### src/rtl/ubutterfly_stage.sv
// ubutterfly_stage
//   Parallel unary-bitstream radix-2 butterfly stage. NUM_BFLY bipolar butterflies
//   share one frame controller. Each butterfly has a loaded binary twiddle pair that
//   is turned into a thermometer bitstream against the frame counter. A frame lasts
//   L = 2^BITWIDTH input cycles, followed by a two-cycle drain and a one-cycle done.
//
//   Optional build macro: UBFLY_CONJ_EN adds iConj. It is sampled when a frame starts
//   and, when set, inverts the imaginary twiddle stream (inverse transform).
//
// Ports
//   iClk, iRst          clock, synchronous active-high reset
//   iEn                 low freezes every register
//   iStart / iAbort     start a frame (IDLE only) / return to IDLE
//   iWLoad, iWIdx       write twiddle pair iwReal/iwImg (codes 0..L) to butterfly iWIdx
//   iReal0..iImg1       per-butterfly input bits x0, x1
//   oInReady            inputs are being sampled this cycle
//   oValid, oDone       output bits valid / frame complete pulse
//   oReal0..oImg1       (x0 + x1*w)/2 and (x0 - x1*w)/2 bits
//
// state | meaning
// IDLE  | waiting for iStart, twiddle loads accepted
// RUN   | L cycles, inputs sampled, counter k = 0..L-1
// DRAIN | 2 cycles, pipeline empties
// DONE  | 1 cycle, oDone pulse
module ubutterfly_stage #(
    parameter int BITWIDTH = 4,
    parameter int NUM_BFLY = 2,
    localparam int IDXW = (NUM_BFLY > 1) ? $clog2(NUM_BFLY) : 1
) (
    input  logic                iClk,
    input  logic                iRst,
    input  logic                iEn,
    input  logic                iStart,
    input  logic                iAbort,
    input  logic                iWLoad,
    input  logic [IDXW-1:0]     iWIdx,
    input  logic [BITWIDTH:0]   iwReal,
    input  logic [BITWIDTH:0]   iwImg,
`ifdef UBFLY_CONJ_EN
    input  logic                iConj,
`endif
    input  logic [NUM_BFLY-1:0] iReal0,
    input  logic [NUM_BFLY-1:0] iImg0,
    input  logic [NUM_BFLY-1:0] iReal1,
    input  logic [NUM_BFLY-1:0] iImg1,
    output logic                oInReady,
    output logic                oValid,
    output logic                oDone,
    output logic [NUM_BFLY-1:0] oReal0,
    output logic [NUM_BFLY-1:0] oImg0,
    output logic [NUM_BFLY-1:0] oReal1,
    output logic [NUM_BFLY-1:0] oImg1
);

    localparam logic [BITWIDTH:0]   CODE_MAX = (BITWIDTH + 1)'(1 << BITWIDTH);
    localparam logic [BITWIDTH-1:0] K_LAST   = '1;
    localparam logic [BITWIDTH-1:0] K_ONE    = BITWIDTH'(1);

    typedef enum logic [1:0] {S_IDLE, S_RUN, S_DRAIN, S_DONE} state_t;

    state_t              state;
    logic [BITWIDTH-1:0] cnt;
    logic [BITWIDTH:0]   tw_real [NUM_BFLY];
    logic [BITWIDTH:0]   tw_img  [NUM_BFLY];
    logic                conj;
    logic                conj_in;

    logic                v1, v2, s2_sel;
    logic [NUM_BFLY-1:0] req_q, ieq_q, r0_q, i0_q;
    logic [NUM_BFLY-1:0] out_r0, out_i0, out_r1, out_i1;

    logic [BITWIDTH:0]   k_ext;
    logic [BITWIDTH:0]   ld_real, ld_img;
    logic [NUM_BFLY-1:0] wr, wi, req, ieq;

`ifdef UBFLY_CONJ_EN
    assign conj_in = iConj;
`else
    assign conj_in = 1'b0;
`endif

    // k zero-extended to the twiddle width; also guarantees a bit 1 exists for s2.
    assign k_ext   = {1'b0, cnt};
    assign ld_real = (iwReal > CODE_MAX) ? CODE_MAX : iwReal;
    assign ld_img  = (iwImg  > CODE_MAX) ? CODE_MAX : iwImg;

    // Bipolar multiply is XNOR; the k[0] select alternates real/imag product terms.
    always_comb begin
        wr  = '0;
        wi  = '0;
        req = '0;
        ieq = '0;
        for (int b = 0; b < NUM_BFLY; b++) begin
            wr[b]  = tw_real[b] > k_ext;
            wi[b]  = (tw_img[b] > k_ext) ^ conj;
            req[b] = cnt[0] ? ~(iReal1[b] ^ wr[b]) : (iImg1[b] ^ wi[b]);
            ieq[b] = cnt[0] ? ~(iReal1[b] ^ wi[b]) : ~(iImg1[b] ^ wr[b]);
        end
    end

    always_ff @(posedge iClk) begin
        if (iRst) begin
            state  <= S_IDLE;
            cnt    <= '0;
            conj   <= 1'b0;
            v1     <= 1'b0;
            v2     <= 1'b0;
            s2_sel <= 1'b0;
            req_q  <= '0;
            ieq_q  <= '0;
            r0_q   <= '0;
            i0_q   <= '0;
            out_r0 <= '0;
            out_i0 <= '0;
            out_r1 <= '0;
            out_i1 <= '0;
            for (int b = 0; b < NUM_BFLY; b++) begin
                tw_real[b] <= '0;
                tw_img[b]  <= '0;
            end
        end else if (iEn) begin
            if (iAbort) begin
                state  <= S_IDLE;
                cnt    <= '0;
                v1     <= 1'b0;
                v2     <= 1'b0;
                out_r0 <= '0;
                out_i0 <= '0;
                out_r1 <= '0;
                out_i1 <= '0;
            end else begin
                unique case (state)
                    S_IDLE: begin
                        if (iStart) begin
                            state <= S_RUN;
                            cnt   <= '0;
                            conj  <= conj_in;
                        end
                    end
                    S_RUN: begin
                        cnt <= cnt + K_ONE;
                        if (cnt == K_LAST) state <= S_DRAIN;
                    end
                    S_DRAIN: begin
                        if (cnt == K_ONE) begin
                            state <= S_DONE;
                            cnt   <= '0;
                        end else begin
                            cnt <= cnt + K_ONE;
                        end
                    end
                    S_DONE:  state <= S_IDLE;
                    default: state <= S_IDLE;
                endcase

                v1     <= (state == S_RUN);
                v2     <= v1;
                req_q  <= req;
                ieq_q  <= ieq;
                r0_q   <= iReal0;
                i0_q   <= iImg0;
                s2_sel <= k_ext[1];

                // Output bits are forced to 0 outside the valid window.
                if (v1) begin
                    out_r0 <= s2_sel ? r0_q : req_q;
                    out_r1 <= s2_sel ? r0_q : ~req_q;
                    out_i0 <= s2_sel ? i0_q : ieq_q;
                    out_i1 <= s2_sel ? i0_q : ~ieq_q;
                end else begin
                    out_r0 <= '0;
                    out_i0 <= '0;
                    out_r1 <= '0;
                    out_i1 <= '0;
                end
            end

            // Out-of-range indices match no lane and are dropped.
            if (state == S_IDLE && iWLoad) begin
                for (int b = 0; b < NUM_BFLY; b++) begin
                    if (iWIdx == IDXW'(b)) begin
                        tw_real[b] <= ld_real;
                        tw_img[b]  <= ld_img;
                    end
                end
            end
        end
    end

    // A stalled cycle presents nothing: strobes and bits are masked by iEn so a
    // downstream consumer sees a gap rather than a repeated bit or a doubled pulse.
    assign oInReady = iEn & (state == S_RUN);
    assign oValid   = iEn & v2;
    assign oDone    = iEn & (state == S_DONE);
    assign oReal0   = out_r0 & {NUM_BFLY{iEn}};
    assign oImg0    = out_i0 & {NUM_BFLY{iEn}};
    assign oReal1   = out_r1 & {NUM_BFLY{iEn}};
    assign oImg1    = out_i1 & {NUM_BFLY{iEn}};

endmodule

### config.mk
export PLATFORM = sky130hd
export DESIGN_NAME = ubutterfly_stage
export DESIGN_NICKNAME = d
export VERILOG_FILES = /design/src/rtl/ubutterfly_stage.sv
export SDC_FILE = /design/constraint.sdc
export NUM_CORES = 1
export LEC_CHECK = 0
export BUFFER_PORTS_ARGS = -buffer_cell sky130_fd_sc_hd__buf_4
export CORE_UTILIZATION = 40
export CTS_CLUSTER_DIAMETER = 200
export DETAILED_ROUTE_END_ITERATION = 12
export GPL_TIMING_DRIVEN = 1
export PLACE_DENSITY_LB_ADDON = 0.15
export SLEW_MARGIN = 25
export SYNTH_ARGS = -nofsm -noshare
export SYNTH_HDL_FRONTEND = slang
export SYNTH_SLANG_ARGS = --single-unit
### constraint.sdc
create_clock -name iClk -period 2.7 [get_ports iClk]
set_clock_uncertainty 0.2 [all_clocks]
set_input_delay 0.54 -clock iClk [delete_from_list [all_inputs] [get_ports iClk]]
set_output_delay 0.54 -clock iClk [all_outputs]
set_load 0.005 [all_outputs]
**After elaboration in Yosys (flattened, before gate mapping)**

Memory sizes are Yosys's and may differ from the RTL's.
Index checks and enable logic that the tools add are counted.

- Bits of input ports: 25
- Logic and storage cells: 109
- Register bits after elaboration: 25
- Bits in writable memories: 20
- Memories: 2
- Output and inout bits: 11

Memories:

| name | depth | bits a word | read ports | clocked after Yosys merged registers in | write ports | line | source |
|---|---|---|---|---|---|---|---|
| tw_img | 2 | 5 | 2 | 0 | 2 | 64 | `logic [BITWIDTH:0] tw_img [NUM_BFLY];` |
| tw_real | 2 | 5 | 2 | 0 | 2 | 63 | `logic [BITWIDTH:0] tw_real [NUM_BFLY];` |

- Bitwise gates (word level): 28
- $lt $le $gt $ge: 6
- Reductions and logical operators: 6
- Equal/unequal tests: 8
- Mux-type cells: 45
- $add $sub $neg: 1

Operator list:

| operator | number |
|---|---|
| 2-bit two-way mux | 16 |
| 5-bit two-way mux | 6 |
| 5-bit by 4-bit > comparator with 1-bit output | 4 |
| 1-bit two-way mux | 18 |
| 4-bit two-way mux | 3 |
| 4-bit one-hot mux with 3 select lines | 1 |
| 5-bit > comparator (second input constant) | 2 |
| 3-bit inequality test (second input constant) | 3 |
| 2-bit bitwise AND | 4 |
| 2-bit one-hot mux with 4 select lines | 1 |
| 1-bit XOR | 8 |
| 1-bit NOT | 7 |
| 4-bit by 1-bit adder with 4-bit output (second input constant) | 1 |
| 2-bit == test (second input constant) | 2 |
| 4-bit by 1-bit == test with 1-bit output (second input constant) | 1 |
| 4-bit == test (second input constant) | 1 |
| 2-bit NOT | 2 |
| 1-bit OR | 4 |
| 4-bit AND reduction | 1 |
| 4-bit nonzero test | 1 |
| 1-bit bitwise AND | 3 |
| 3-bit AND reduction | 1 |
| 2-bit by 1-bit == test with 1-bit output (second input constant) | 1 |
| 2-bit zero test | 1 |
| other kinds (2) | 2 |

**Logic depth before layout (Yosys ltp)**

Gate-level depths: netlist of run 1.

- Depth after elaboration: 7
- Gate-level depth with buffers: 7
- Gate-level depth less buffers: 7

**Worst setup path after synthesis of run 1**

No wires, ideal clock.

- Kind: flip-flop to flip-flop
- From: register cnt[0]
- To: register cnt[3]
- Required time: 2.371 ns
- Slack: 0.792 ns
- Arrival: 1.578 ns
- Buffers on the path: 0
- Setup time: 0.129 ns
- Cell stages (with the launch flop): 7
- Period minus slack after synthesis: 1.908 ns
- Path through: dfxtp_1 ha_1 or3b_4 a21oi_4 nor3b_2 a41oi_1 nor3_1

- Cells in the longest elaborated chain, start to end: 4
- Elaborated cells between the ends (all ways): 5
- Those cells by class: add/sub: 1; eq/ne: 1; mux: 3

RTL lines:

| what | line | source |
|---|---|---|
| from (decl) | 62 | `logic [BITWIDTH-1:0] cnt;` |
| from (signal assigned) | 141 | `cnt <= cnt + K_ONE;` |
| from (signal assigned) | 149 | `cnt <= cnt + K_ONE;` |
| 4-bit by 1-bit adder with 4-bit output or 4-bit by 1-bit == test with 1-bit output (tied branches) | 141, 149, 145 |  |
| 4-bit two-way mux | 145 | `if (cnt == K_ONE) begin` |
| 4-bit one-hot mux with 3 select lines (*) | 132 | `unique case (state)` |
| 4-bit two-way mux (*) | 122 | `if (iAbort) begin` |

Mark *: on every way between the ends. The rest lies on a longest branch, timed or not.
A chain may end at the register's enable or synchronous reset.

**Final worst setup path of run 1**

- From: register cnt[1]
- To: register cnt[3]

Same word-level chain as after synthesis.

==> metrics.md, run 1 <==
| Metric | Value |
|---|---|
| Status | completed |
| CTS tree | done |
| Reg2reg setup slack | about 0.6 ns |
| P_leak | 1.19 nW |
| Worst endpoint required time | 2.73 ns |
| Remaining global-route overflow | 0 |
| Vias per inst | 5.14 |
| Post-CTS Hold Buffers | 0 |
| Layout cell share with drive strength beyond 1 | about 18% |
| Arr. time, crit path | 2.13 ns |
| Worst Path Max Fanout | 6 |
| Synth Area in Adders | 11.3% |
| TritonCTS Sinks | between 40 and 50 |
| Post-DRT Antenna Nets | 0 |
| Mux contribution to synthesized area | 1.23% |
| Die W | roughly 80 um |
| Via count | 1857 |
| Clk buf depth | 2 |
| Syn_nets | roughly 300 |
| Most frequent cells in the layout | 37 x buf_4, 25 x dfxtp_1, 23 x and2_1, 22 x ha_1, 21 x a21oi_1 |
| Ys flop type | dfxtp_1 |
| Cell variety after synth | 43 |
| Initial antenna violation count | 0 |
| Num CTS Buffers | 5 |
| Die Span Y | ~80 um |
| Post-Syn Instances | 248 |
| Largest net degree at the start of global routing | 31 |
| DRC violations left | 0 |
| Gpl congestion | 0.814 |
| Reg2Reg Depth | 7 |
| # resized after CTS | 0 |
| Warnings from Yosys | 0 |
| Unrepaired setup endpoints after global routing | no |
| N_diodes | 0 |
| Rel. slew slack | 67.3% |
| 1st-iter DRT viols | 64 |
| GR Util All Layers | 17.3% |
| Post-synth EDFFs | 20 |
| Area of the multi-input gates | about 1200 um2 |
| Hold_ws | about 0.27 ns |
| Tmin final | 2.10 ns |
| Compound-cell area share of the yosys netlist | around 16% |
| Die area | 6400 um2 |
| #FFs+latches synth | 45 |
| Port Buffers | 35 |
| Reg2reg start | cnt[1] |
| Sequential area share after synthesis | 45.2% |
| Post-synthesis area per instance | a little under 10 um2 |
| NumNets Final | between 300 and 400 |
| Peak VDD IR | 0.313 mV |
| Core ar. | about 5900 um2 |
| Sequential cell area | 1100 um2 |
| Most common cell after layout, fill and taps aside | buf_4 |
| Final period util | 78.0% |
| DP HPWL | 3740 um |
| Post-CTS Setup Bufs | 0 |
| Setup crit end | cnt[3] |
| Finished Core Util | 48.9% |
| Post-synth ARST share | 0% |
| Clock Tree Root | clkbuf_8 |
| Hold Path Class | flip-flop to flip-flop |
| FMAX | 475 MHz |
| Mapped Area | 2430 um2 |
| Area added between synthesis and finish | 18.4% |
| First-pass GRT wire length | 8420 um |
| Routed WL | between 4000 and 5000 um |
| Crit. End Element | flip-flop |
| Final setup viols | 0 |
| DR WL/cell | 13.5 um |
| RR Endpoint | cnt[3] |
| Initial Utilization | between 40% and 50% |
| Main combinational cell family by area after synthesis | simple AND/OR/NAND/NOR gates |
| Power density over cell area | around 480 nW/um2 |
| Post-Synth Simple-Gate Area | about a fifth |
| Row count | 28 |
| # H-tree levels | 2 |
| Clk slew on worst S/H paths | 0.08 ns |
| Worst Setup Path Type | flip-flop to flip-flop |
| Synth Area in XOR/XNOR | 2.16% |
| Number of global-route vias before repair | 1833 |
| TNS Setup | 0 ns |
| CP Launch Type | flip-flop |
| Final Max Tran Viols | 0 |
| Critical path startpoint | cnt[1] |
| Endpoints failing hold | 0 |
| Worst-Skew Late Latency | 0.30 ns |
| Worst-Margin Slew | about 0.49 ns |
| Filler instances | 590 |
| IO Count | 36 |
| Pre-antenna DRT Iters | 4 |
| Design Power | approximately 1.4 mW |
| # Max-Cap Violations | 0 |
[state kept, by name, summed over array words and instances, names as in the netlist, 2 cells and up]
| register | flops |
|---|---|
| out_r0 | 2 |
| out_i0 | 2 |
| tw_real | 10 |
| tw_img | 10 |
| out_r1 | 2 |
| out_i1 | 2 |
| r0_q | 2 |
| cnt | 4 |
| ieq_q | 2 |
| state | 2 |
| i0_q | 2 |
| req_q | 2 |
[kinds of logic (layout without fill, tap and decap cells)]
| family | Yosys count | in the layout |
|---|---|---|
| simple gates | 94 | 94 |
| compound gates | 55 | 55 |
| flops | 45 | 45 |
| buf+inv | 23 | 61 |
| fa+ha+maj | 22 | 22 |
| xor+xnor | 6 | 6 |
| mux | 3 | 3 |
[synth_stat cells, drive strengths merged, types with 2 or more instances]
cell type	number	area share (%)
a32oi	3	1.1
clkbuf	5	0.77
dfxtp	25	21
nor2	18	2.8
a221oi	3	1.3
nand3	9	1.9
buf	2	0.51
and2	23	5.9
or3b	2	0.82
a22oi	4	1.2
a21oi	24	5.7
o21ai	5	1.0
a21o	2	0.62
inv	15	2.3
mux2i	3	1.2
nor3	3	0.62
o21bai	4	1.2
o221ai	5	1.8
nand2b	12	3.1
edfxtp	20	25
xnor2	5	1.8
nand2	21	3.3
ha	22	11
[where the power goes]
| group | internal (mW) | leakage, nW | switching (mW) |
|---|---|---|---|
| Sequential | 0.736 | 0.413 | 0.0127 |
| Combinational | 0.0758 | 0.717 | 0.0865 |
| Clock | 0.237 | 0.0577 | 0.229 |
| Total | 1.05 | 1.19 | 0.328 |
[per-layer routing]
metal	vias to the layer above	track usage, %	routed length (um)
li1	953	-	-
met1	838	19.6	2130
met2	52	30.2	2370
met3	14	4.57	232
met4	0	8.04	144
met5	-	0	0
[worst min path at each step]
| stage | start | endpoint | depth (start not counted) |
|---|---|---|---|
| floorplan | r0_q[0] | r0_q[0] | 2 |
| global placement | r0_q[0] | r0_q[0] | 2 |
| detailed placement | v2 | v2 | 2 |
| CTS | v2 | v2 | 2 |
| global route | iReal0[1] | r0_q[1] | 3 |
| finish | v2 | v2 | 2 |
[worst max-delay path, cell delays in order, from the launching register on]
cell     delay, ns
dfxtp_1       0.43
inv_1         0.15
ha_1          0.21
or3b_4        0.25
a21oi_4       0.06
nor3b_2       0.35
a41oi_1       0.18
nor3_1        0.19
[stage by stage]
stage          std cells  instance area, um2  setup slack [ns]
2_1_floorplan        248                2430             0.792
3_3_place_gp         353                2770             0.644
3_5_place_dp         353                2770             0.651
4_1_cts              361                2880             0.581
5_1_grt              361                2880             0.396
6_report             361                2880             0.595
[layout make-up]
class | instances | share of cell area [%]
timing repair buffer | 37 | 9.64
sequential | 45 | 38.2
clock inverter | 2 | 0.434
inverter | 16 | 2.09
multi-input combinational | 180 | 43.1
tap | 75 | 3.26
clock buffer | 6 | 3.26
Note: power is estimated with default switching activity, not from simulation.
==> inputs of run 2 (changes only) <==
==> constraint.sdc (replaced) <==
create_clock -name iClk -period 2.1 [get_ports iClk]
set_clock_uncertainty 0.2 [all_clocks]
set_input_delay 0.42 -clock iClk [delete_from_list [all_inputs] [get_ports iClk]]
set_output_delay 0.42 -clock iClk [all_outputs]
set_load 0.005 [all_outputs]
==> run 2 against run 1 <==
Net effect:
- the flow now finishes with violations (design-rule violations)
- sequential share of layout area down 0.59 points
- worst hold slack worse by 0.097 ns
- combinational power up 37%
- sequential power up 29%
- critical path depth unchanged
- first-iteration DRC count down 22%
- sequential cell count unchanged
- via count down 1.8%
- die area unchanged
- clock-buffer cell count up 2
- fmax up 6.0%
- critical path type unchanged
==> metrics.md, run 2 (synthesis results as in run 1) <==
| Metric | Value |
|---|---|
| DRC violations left | 1 (was 0) |
| # Max-Cap Violations | 0 (unchanged) |
| Largest net degree at the start of global routing | 31 (unchanged) |
| Peak VDD IR | 0.457 mV (was 0.313 mV) |
| Biggest regs | tw_img: 10 flops, tw_real: 10 flops, cnt: 4 flops (unchanged) |
| Row count | 28 (unchanged) |
| Crit. End Element | flip-flop (unchanged) |
| Worst endpoint required time | 2.10 ns (was 2.73 ns) |
| Remaining global-route overflow | 0 (unchanged) |
| Worst-Skew Late Latency | 0.29 ns (was 0.30 ns) |
| Initial antenna violation count | 0 (unchanged) |
| IO Count | 36 (unchanged) |
| TritonCTS Sinks | 45 (unchanged) |
| Clk slew on worst S/H paths | 0.08 ns (about the same) |
| Finished Layout Cells | 366 (was 361) |
| Num CTS Buffers | 5 (unchanged) |
| Arr. time, crit path | 1.99 ns (was 2.13 ns) |
| Clk buf depth | 2 (unchanged) |
| FMAX | 504 MHz (was 475 MHz) |
| Port Buffers | 35 (unchanged) |
| Area added between synthesis and finish | 20.4% (was 18.4%) |
| Vias per inst | 4.98 (was 5.14) |
| P_leak | 1.20 nW (was 1.19 nW) |
| CTS tree | done (unchanged) |
| Hold_ws | 0.177 ns (was 0.274 ns) |
| Initial Utilization | 41.3% (unchanged) |
| First-pass GRT wire length | 8160 um (was 8420 um) |
| Endpoints failing hold | 0 (unchanged) |
| DP HPWL | 3680 um (was 3740 um) |
| Layout cell share with drive strength beyond 1 | 21.3% (was 18.2%) |
| Most frequent cells in the layout | 42 x buf_4, 24 x dfxtp_1, 23 x and2_1, 22 x ha_1 (was 37 x buf_4, 25 x dfxtp_1, 23 x and2_1, 22 x ha_1, 21 x a21oi_1) |
| GR Util All Layers | 16.7% (was 17.3%) |
| Die area | 6400 um2 (unchanged) |
| Die Span Y | 80 um (unchanged) |
| Worst Path Max Fanout | 5 (was 6) |
| Clock Tree Root | clkbuf_8 (unchanged) |
| Hold Path Class | input pin to flip-flop (was flip-flop to flip-flop) |
| Reg2reg setup slack | 0.11 ns (was 0.60 ns) |
| Filler instances | 587 (was 590) |
| 1st-iter DRT viols | 50 (was 64) |
| Most common cell after layout, fill and taps aside | buf_4 (unchanged) |
| Pre-antenna DRT Iters | 8 (was 4) |
| Final Max Tran Viols | 0 (unchanged) |
| Rel. slew slack | 76.0% (was 67.3%) |
| Post-CTS Hold Buffers | 0 (unchanged) |
| Post-layout instance area | 2930 um2 (was 2880 um2) |
| Routed WL | 4850 um (was 4880 um) |
| Placed Instance Area | 2810 um2 (was 2770 um2) |
| Power density over cell area | 587 nW/um2 (was 478 nW/um2) |
| Tmin final | 1.99 ns (was 2.10 ns) |
| N_diodes | 0 (unchanged) |
| Finished Core Util | 49.8% (was 48.9%) |
| Core ar. | 5890 um2 (unchanged) |
| Failing checks | design-rule violations |
| Number of global-route vias before repair | 1734 (was 1833) |
| Die W | 80 um (unchanged) |
| # H-tree levels | 2 (unchanged) |
| Final setup viols | 0 (unchanged) |
| CP Launch Type | flip-flop (unchanged) |
| Gpl congestion | 0.830 (was 0.814) |
| Final period util | 94.5% (was 78.0%) |
| Via count | 1823 (was 1857) |
| DR WL/cell | 13.3 um (was 13.5 um) |
| Dpl cells | 358 (was 353) |
| Worst-Margin Slew | 0.357 ns (was 0.485 ns) |
| Design Power | 1.72 mW (was 1.38 mW) |
| Post-DRT Antenna Nets | 0 (unchanged) |
| Worst Setup Path Type | flip-flop to flip-flop (unchanged) |
| NumNets Final | 337 (was 332) |
| Status | finished, violations left (was completed) |
run 2: cell count changes in the layout (fill, tap and decap cells not counted), moves of 2 or more:
| cell | previous run | this run |
|---|---|---|
| clkbuf_1 | 0 | 2 |
| buf_4 | 37 | 42 |
| o221ai_1 | 5 | 2 |
| o221ai_2 | 0 | 3 |
run 2: timing repair:
action                     4_1_cts  5_1_grt
buffers inserted                 0        0
gates resized for setup          0        6
setup endpoints to repair        0        4
run 2: worst max-delay path, cell delays in order, from the launching register on:
cell	delay, ns
dfxtp_1	0.33
inv_1	0.11
ha_1	0.32
nand3_1	0.12
or3b_1	0.42
nand2_1	0.11
xnor2_1	0.08
a221oi_2	0.21
run 2: through the flow:
stage               TNS [ns]  setup slack, ns
floorplan                  0            0.192
global placement           0            0.145
detailed placement         0            0.124
CTS                        0           0.0794
global route        -0.00271         -0.00271
finish                     0            0.115
run 2: worst paths after layout:
path	endpoint	startpoint	depth (start not counted)
setup / recovery	ieq_q[1]	cnt[2]	7
setup reg to reg	ieq_q[1]	cnt[2]	7
hold / removal	i0_q[1]	iImg0[1]	3
hold reg to reg	r0_q[0]	r0_q[0]	2
run 2: layout make-up:
| type | instances | area (um2) | area share (%) |
|---|---|---|---|
| timing repair buffer | 42 | 315 | 10.8 |
| inverter | 16 | 60.1 | 2.05 |
| clock buffer | 8 | 90.1 | 3.08 |
| multi-input combinational | 180 | 1270 | 43.3 |
| tap | 75 | 93.8 | 3.20 |
| sequential | 45 | 1100 | 37.6 |
run 2: per-layer routing:
metal,track usage (%),vias up,share of wire (%)
met1,20.9,833,46
met2,28.8,25,50
met3,3.43,5,2.9
li1,-,960,-
met4,4.82,0,0.97
met5,0,-,0
run 2: where the power goes:
group / switching (mW) / leakage (nW) / internal [mW]
Sequential: 0.0167 / 0.414 / 0.946
Clock: 0.266 / 0.0455 / 0.268
Combinational: 0.117 / 0.746 / 0.105
Total: 0.400 / 1.20 / 1.32
==> inputs of run 3 (changes only) <==
--- a/config.mk
+++ b/config.mk
@@ -5,6 +5,7 @@
 export SDC_FILE = /design/constraint.sdc
 export NUM_CORES = 1
 export LEC_CHECK = 0
+export ABC_AREA = 1
 export BUFFER_PORTS_ARGS = -buffer_cell sky130_fd_sc_hd__buf_4
 export CORE_UTILIZATION = 40
 export CTS_CLUSTER_DIAMETER = 200
==> run 3 against run 2 <==
Net effect:
- synthesized cell count grew 33%
- sequential power rose by 1%
- core utilization up 0.40 points
- largest power group unchanged
- the flow now finishes without violations
- fmax is 2.9% higher
- clock power up 21%
- critical path depth rose by 5
==> metrics.md, run 3 <==
| Metric | Value |
|---|---|
| # resized after CTS | 0 (unchanged) |
| Final Max Tran Viols | 0 (unchanged) |
| Warnings from Yosys | 0 (unchanged) |
| Most frequent cells in the layout | 71 x nand2_1, 66 x inv_1, 40 x buf_4, 38 x nand3_1, 26 x nor2_1 (was 42 x buf_4, 24 x dfxtp_1, 23 x and2_1, 22 x ha_1) |
| Clock Tree Root | clkbuf_8 (unchanged) |
| DP HPWL | 4110 um (was 3680 um) |
| Hold Path Class | input pin to flip-flop (unchanged) |
| Reg2reg setup slack | 0.17 ns (was 0.11 ns) |
| DRC violations left | 0 (was 1) |
| Row count | 28 (unchanged) |
| Top post-synthesis cells by area | edfxtp_1 24%, dfxtp_1 20%, ha_1 11%, nand2_1 11%, inv_1 9.8% (was edfxtp_1 25%, dfxtp_1 21%, ha_1 11%, and2_1 5.9%, a21oi_1 4.3%) |
| Worst endpoint required time | 2.10 ns (about the same) |
| Tmin final | 1.93 ns (was 1.99 ns) |
| Via count | 2170 (was 1823) |
| Unrepaired setup endpoints after global routing | no |
| Initial Utilization | 42.1% (was 41.3%) |
| Synth cell count leaders | 71 x nand2_1, 66 x inv_1, 38 x nand3_1 (was 25 x dfxtp_1, 23 x and2_1, 22 x ha_1) |
| N_diodes | 0 (unchanged) |
| Initial antenna violation count | 0 (unchanged) |
| Synth Area in XOR/XNOR | 0.348% (was 2.16%) |
| Crit-path cells | inv_1, ha_1, nand2_1, inv_1, nand3_1, nand3_1, nand2_1, nand2_1, nand3_1, nand3_1, nand2_1, inv_1 (was inv_1, ha_1, nand3_1, or3b_1, nand2_1, xnor2_1, a221oi_2) |
| Count leader, synth | nand2_1 (was dfxtp_1) |
| Arr. time, crit path | 1.93 ns (was 1.99 ns) |
| # Max-Cap Violations | 0 (unchanged) |
| Syn_nets | 376 (was 295) |
| Area fraction of the dominant cell type after synthesis | 23.8% (was 24.7%) |
| Mapped Area | 2520 um2 (was 2430 um2) |
| Worst-Margin Slew | 0.285 ns (was 0.357 ns) |
| Leading area contributor after synthesis | edfxtp_1 (unchanged) |
| Post-DRT Antenna Nets | 0 (unchanged) |
| Sequential area share after synthesis | 43.7% (was 45.2%) |
| Routed WL | 5510 um (was 4850 um) |
| Post-Synth Simple-Gate Area | 24.3% (was 20.6%) |
| Remaining global-route overflow | 0 (unchanged) |
| Power density over cell area | 640 nW/um2 (was 587 nW/um2) |
| Status | completed (was finished, violations left) |
| Cell variety after synth | 25 (was 43) |
| Port Buffers | 35 (unchanged) |
| P_leak | 1.50 nW (was 1.20 nW) |
| Mux contribution to synthesized area | 0% (was 1.23%) |
| FMAX | 518 MHz (was 504 MHz) |
| # H-tree levels | 2 (unchanged) |
| Area added between synthesis and finish | 19.3% (was 20.4%) |
| First-pass GRT wire length | 9130 um (was 8160 um) |
| Rel. slew slack | 80.8% (was 76.0%) |
| NumNets Final | 417 (was 337) |
| Endpoints failing hold | 0 (unchanged) |
| Most common cell after layout, fill and taps aside | nand2_1 (was buf_4) |
| Worst Path Max Fanout | 5 (unchanged) |
| Clk slew on worst S/H paths | 0.09 ns (was 0.08 ns) |
| Max incr delay on CP | 0.40 ns (was 0.42 ns) |
| Gpl congestion | 0.801 (was 0.830) |
| DR WL/cell | 12.4 um (was 13.3 um) |
| #FFs+latches synth | 45 (unchanged) |
| Num CTS Buffers | 5 (unchanged) |
| IO Count | 36 (unchanged) |
| Vias per inst | 4.87 (was 4.98) |
| Post-synth ARST share | 0% (unchanged) |
| Die W | 81.4 um (was 80 um) |
| Hold_ws | 0.218 ns (was 0.177 ns) |
| Final setup viols | 0 (unchanged) |
| Layout cell share with drive strength beyond 1 | 14.3% (was 21.3%) |
| Clk buf depth | 2 (unchanged) |
| Die Span Y | 81.4 um (was 80 um) |
| Compound-cell area share of the yosys netlist | 9.53% (was 15.7%) |
| CP max stage cell | dfxtp_1 (was or3b_1) |
| Post-CTS Setup Bufs | 0 (unchanged) |
| TritonCTS Sinks | 45 (unchanged) |
| Peak VDD IR | 0.382 mV (was 0.457 mV) |
| GR Util All Layers | 18.0% (was 16.7%) |
| CP Launch Type | flip-flop (unchanged) |
| Ys flop type | dfxtp_1 (unchanged) |
| Largest net degree at the start of global routing | 21 (was 31) |
| Post-synth EDFFs | 20 (unchanged) |
| TNS Setup | 0 ns (unchanged) |
| Post-CTS Hold Buffers | 0 (unchanged) |
| Crit. End Element | flip-flop (unchanged) |
| Final period util | 91.9% (was 94.5%) |
| Worst-Skew Late Latency | 0.29 ns (about the same) |
| Core ar. | 5990 um2 (was 5890 um2) |
| Biggest regs | tw_img: 10 flops, tw_real: 10 flops, cnt: 4 flops (unchanged) |
| Die area | 6620 um2 (was 6400 um2) |
| Worst Setup Path Type | flip-flop to flip-flop (unchanged) |
| Post-Syn Instances | 329 (was 248) |
| Synth Area in Adders | 10.9% (was 11.3%) |
| CTS tree | done (unchanged) |
| Main combinational cell family by area after synthesis | simple AND/OR/NAND/NOR gates (unchanged) |
| Pre-antenna DRT Iters | 4 (was 8) |
| Number of global-route vias before repair | 2034 (was 1734) |
| Post-synthesis area per instance | 7.66 um2 (was 9.81 um2) |
| 1st-iter DRT viols | 99 (was 50) |
==> run 3: cell count changes after synthesis, moves of 6 or more <==
| cell | previous run | this run |
|---|---|---|
| nor3_1 | 3 | 9 |
| nand3_1 | 9 | 38 |
| and2_1 | 23 | 0 |
| nor2_1 | 18 | 26 |
| nand2_1 | 20 | 71 |
| inv_1 | 15 | 66 |
| o21ai_0 | 4 | 10 |
| nand2b_1 | 12 | 0 |
==> run 3: logic make-up (layout without fill, tap and decap cells) <==
family / count (synthesis) / after routing
xor gates and xnor gates: 1 / 1
and+or+nand+nor: 146 / 146
adders and majority gates: 22 / 22
DFF: 45 / 45
buffers and inverters: 75 / 117
AOI/OAI and AO/OA: 40 / 40
==> run 3: stage by stage <==
stage	instance area (um2)	utilization [%]	std cells	power, mW	worst slack (ns)
3_5_place_dp	2900	48.3	438	1.30	0.214
6_report	3010	50.2	446	1.92	0.170
2_1_floorplan	2520	-	329	1.19	0.278
4_1_cts	3010	50.2	446	1.94	0.175
3_3_place_gp	2900	48.3	438	1.29	0.245
5_1_grt	3010	50.2	446	2.03	0.0460
==> run 3: path summary, 6_finish.rpt <==
kind         startpoint   endpoint  cells after the start
min            iImg0[1]    i0_q[1]                      3
min reg2reg   out_i0[1]  out_i0[1]                      2
max              cnt[2]   req_q[1]                     12
max reg2reg      cnt[2]   req_q[1]                     12
==> run 3: where the power goes <==
group          total (mW)  switching [mW]  leakage (nW)  internal, mW
registers           0.977          0.0209         0.413         0.956
logic               0.299           0.181          1.03         0.118
clock network       0.648           0.297        0.0518         0.350
==> run 3: critical path: cells and delay by family (launching register included) <==
| kind | cells | cell delay [ns] |
|---|---|---|
| and+or+nand+nor | 8 | 0.67 |
| DFF | 1 | 0.40 |
| adders and majority gates | 1 | 0.34 |
| buffers and inverters | 3 | 0.23 |
==> run 3: cell type report <==
cell class                      instances  area [um2]
Clock buffer                            5        68.8
Clock inverter                          3        41.3
Fill cell                             609        2990
Inverter                               69         259
Multi-Input combinational cell        209        1140
Sequential cell                        45        1100
Tap cell                               75        93.8
Timing Repair Buffer                   40         300
==> run 3: per-layer routing <==
layer / vias to the layer above / GRT usage (%) / part of all wire [%]
met5: - / 0 / 0
met3: 7 / 3.60 / 4.2
met4: 0 / 4.82 / 0.98
met2: 38 / 30.4 / 47
li1: 1140 / - / -
met1: 985 / 23.3 / 47
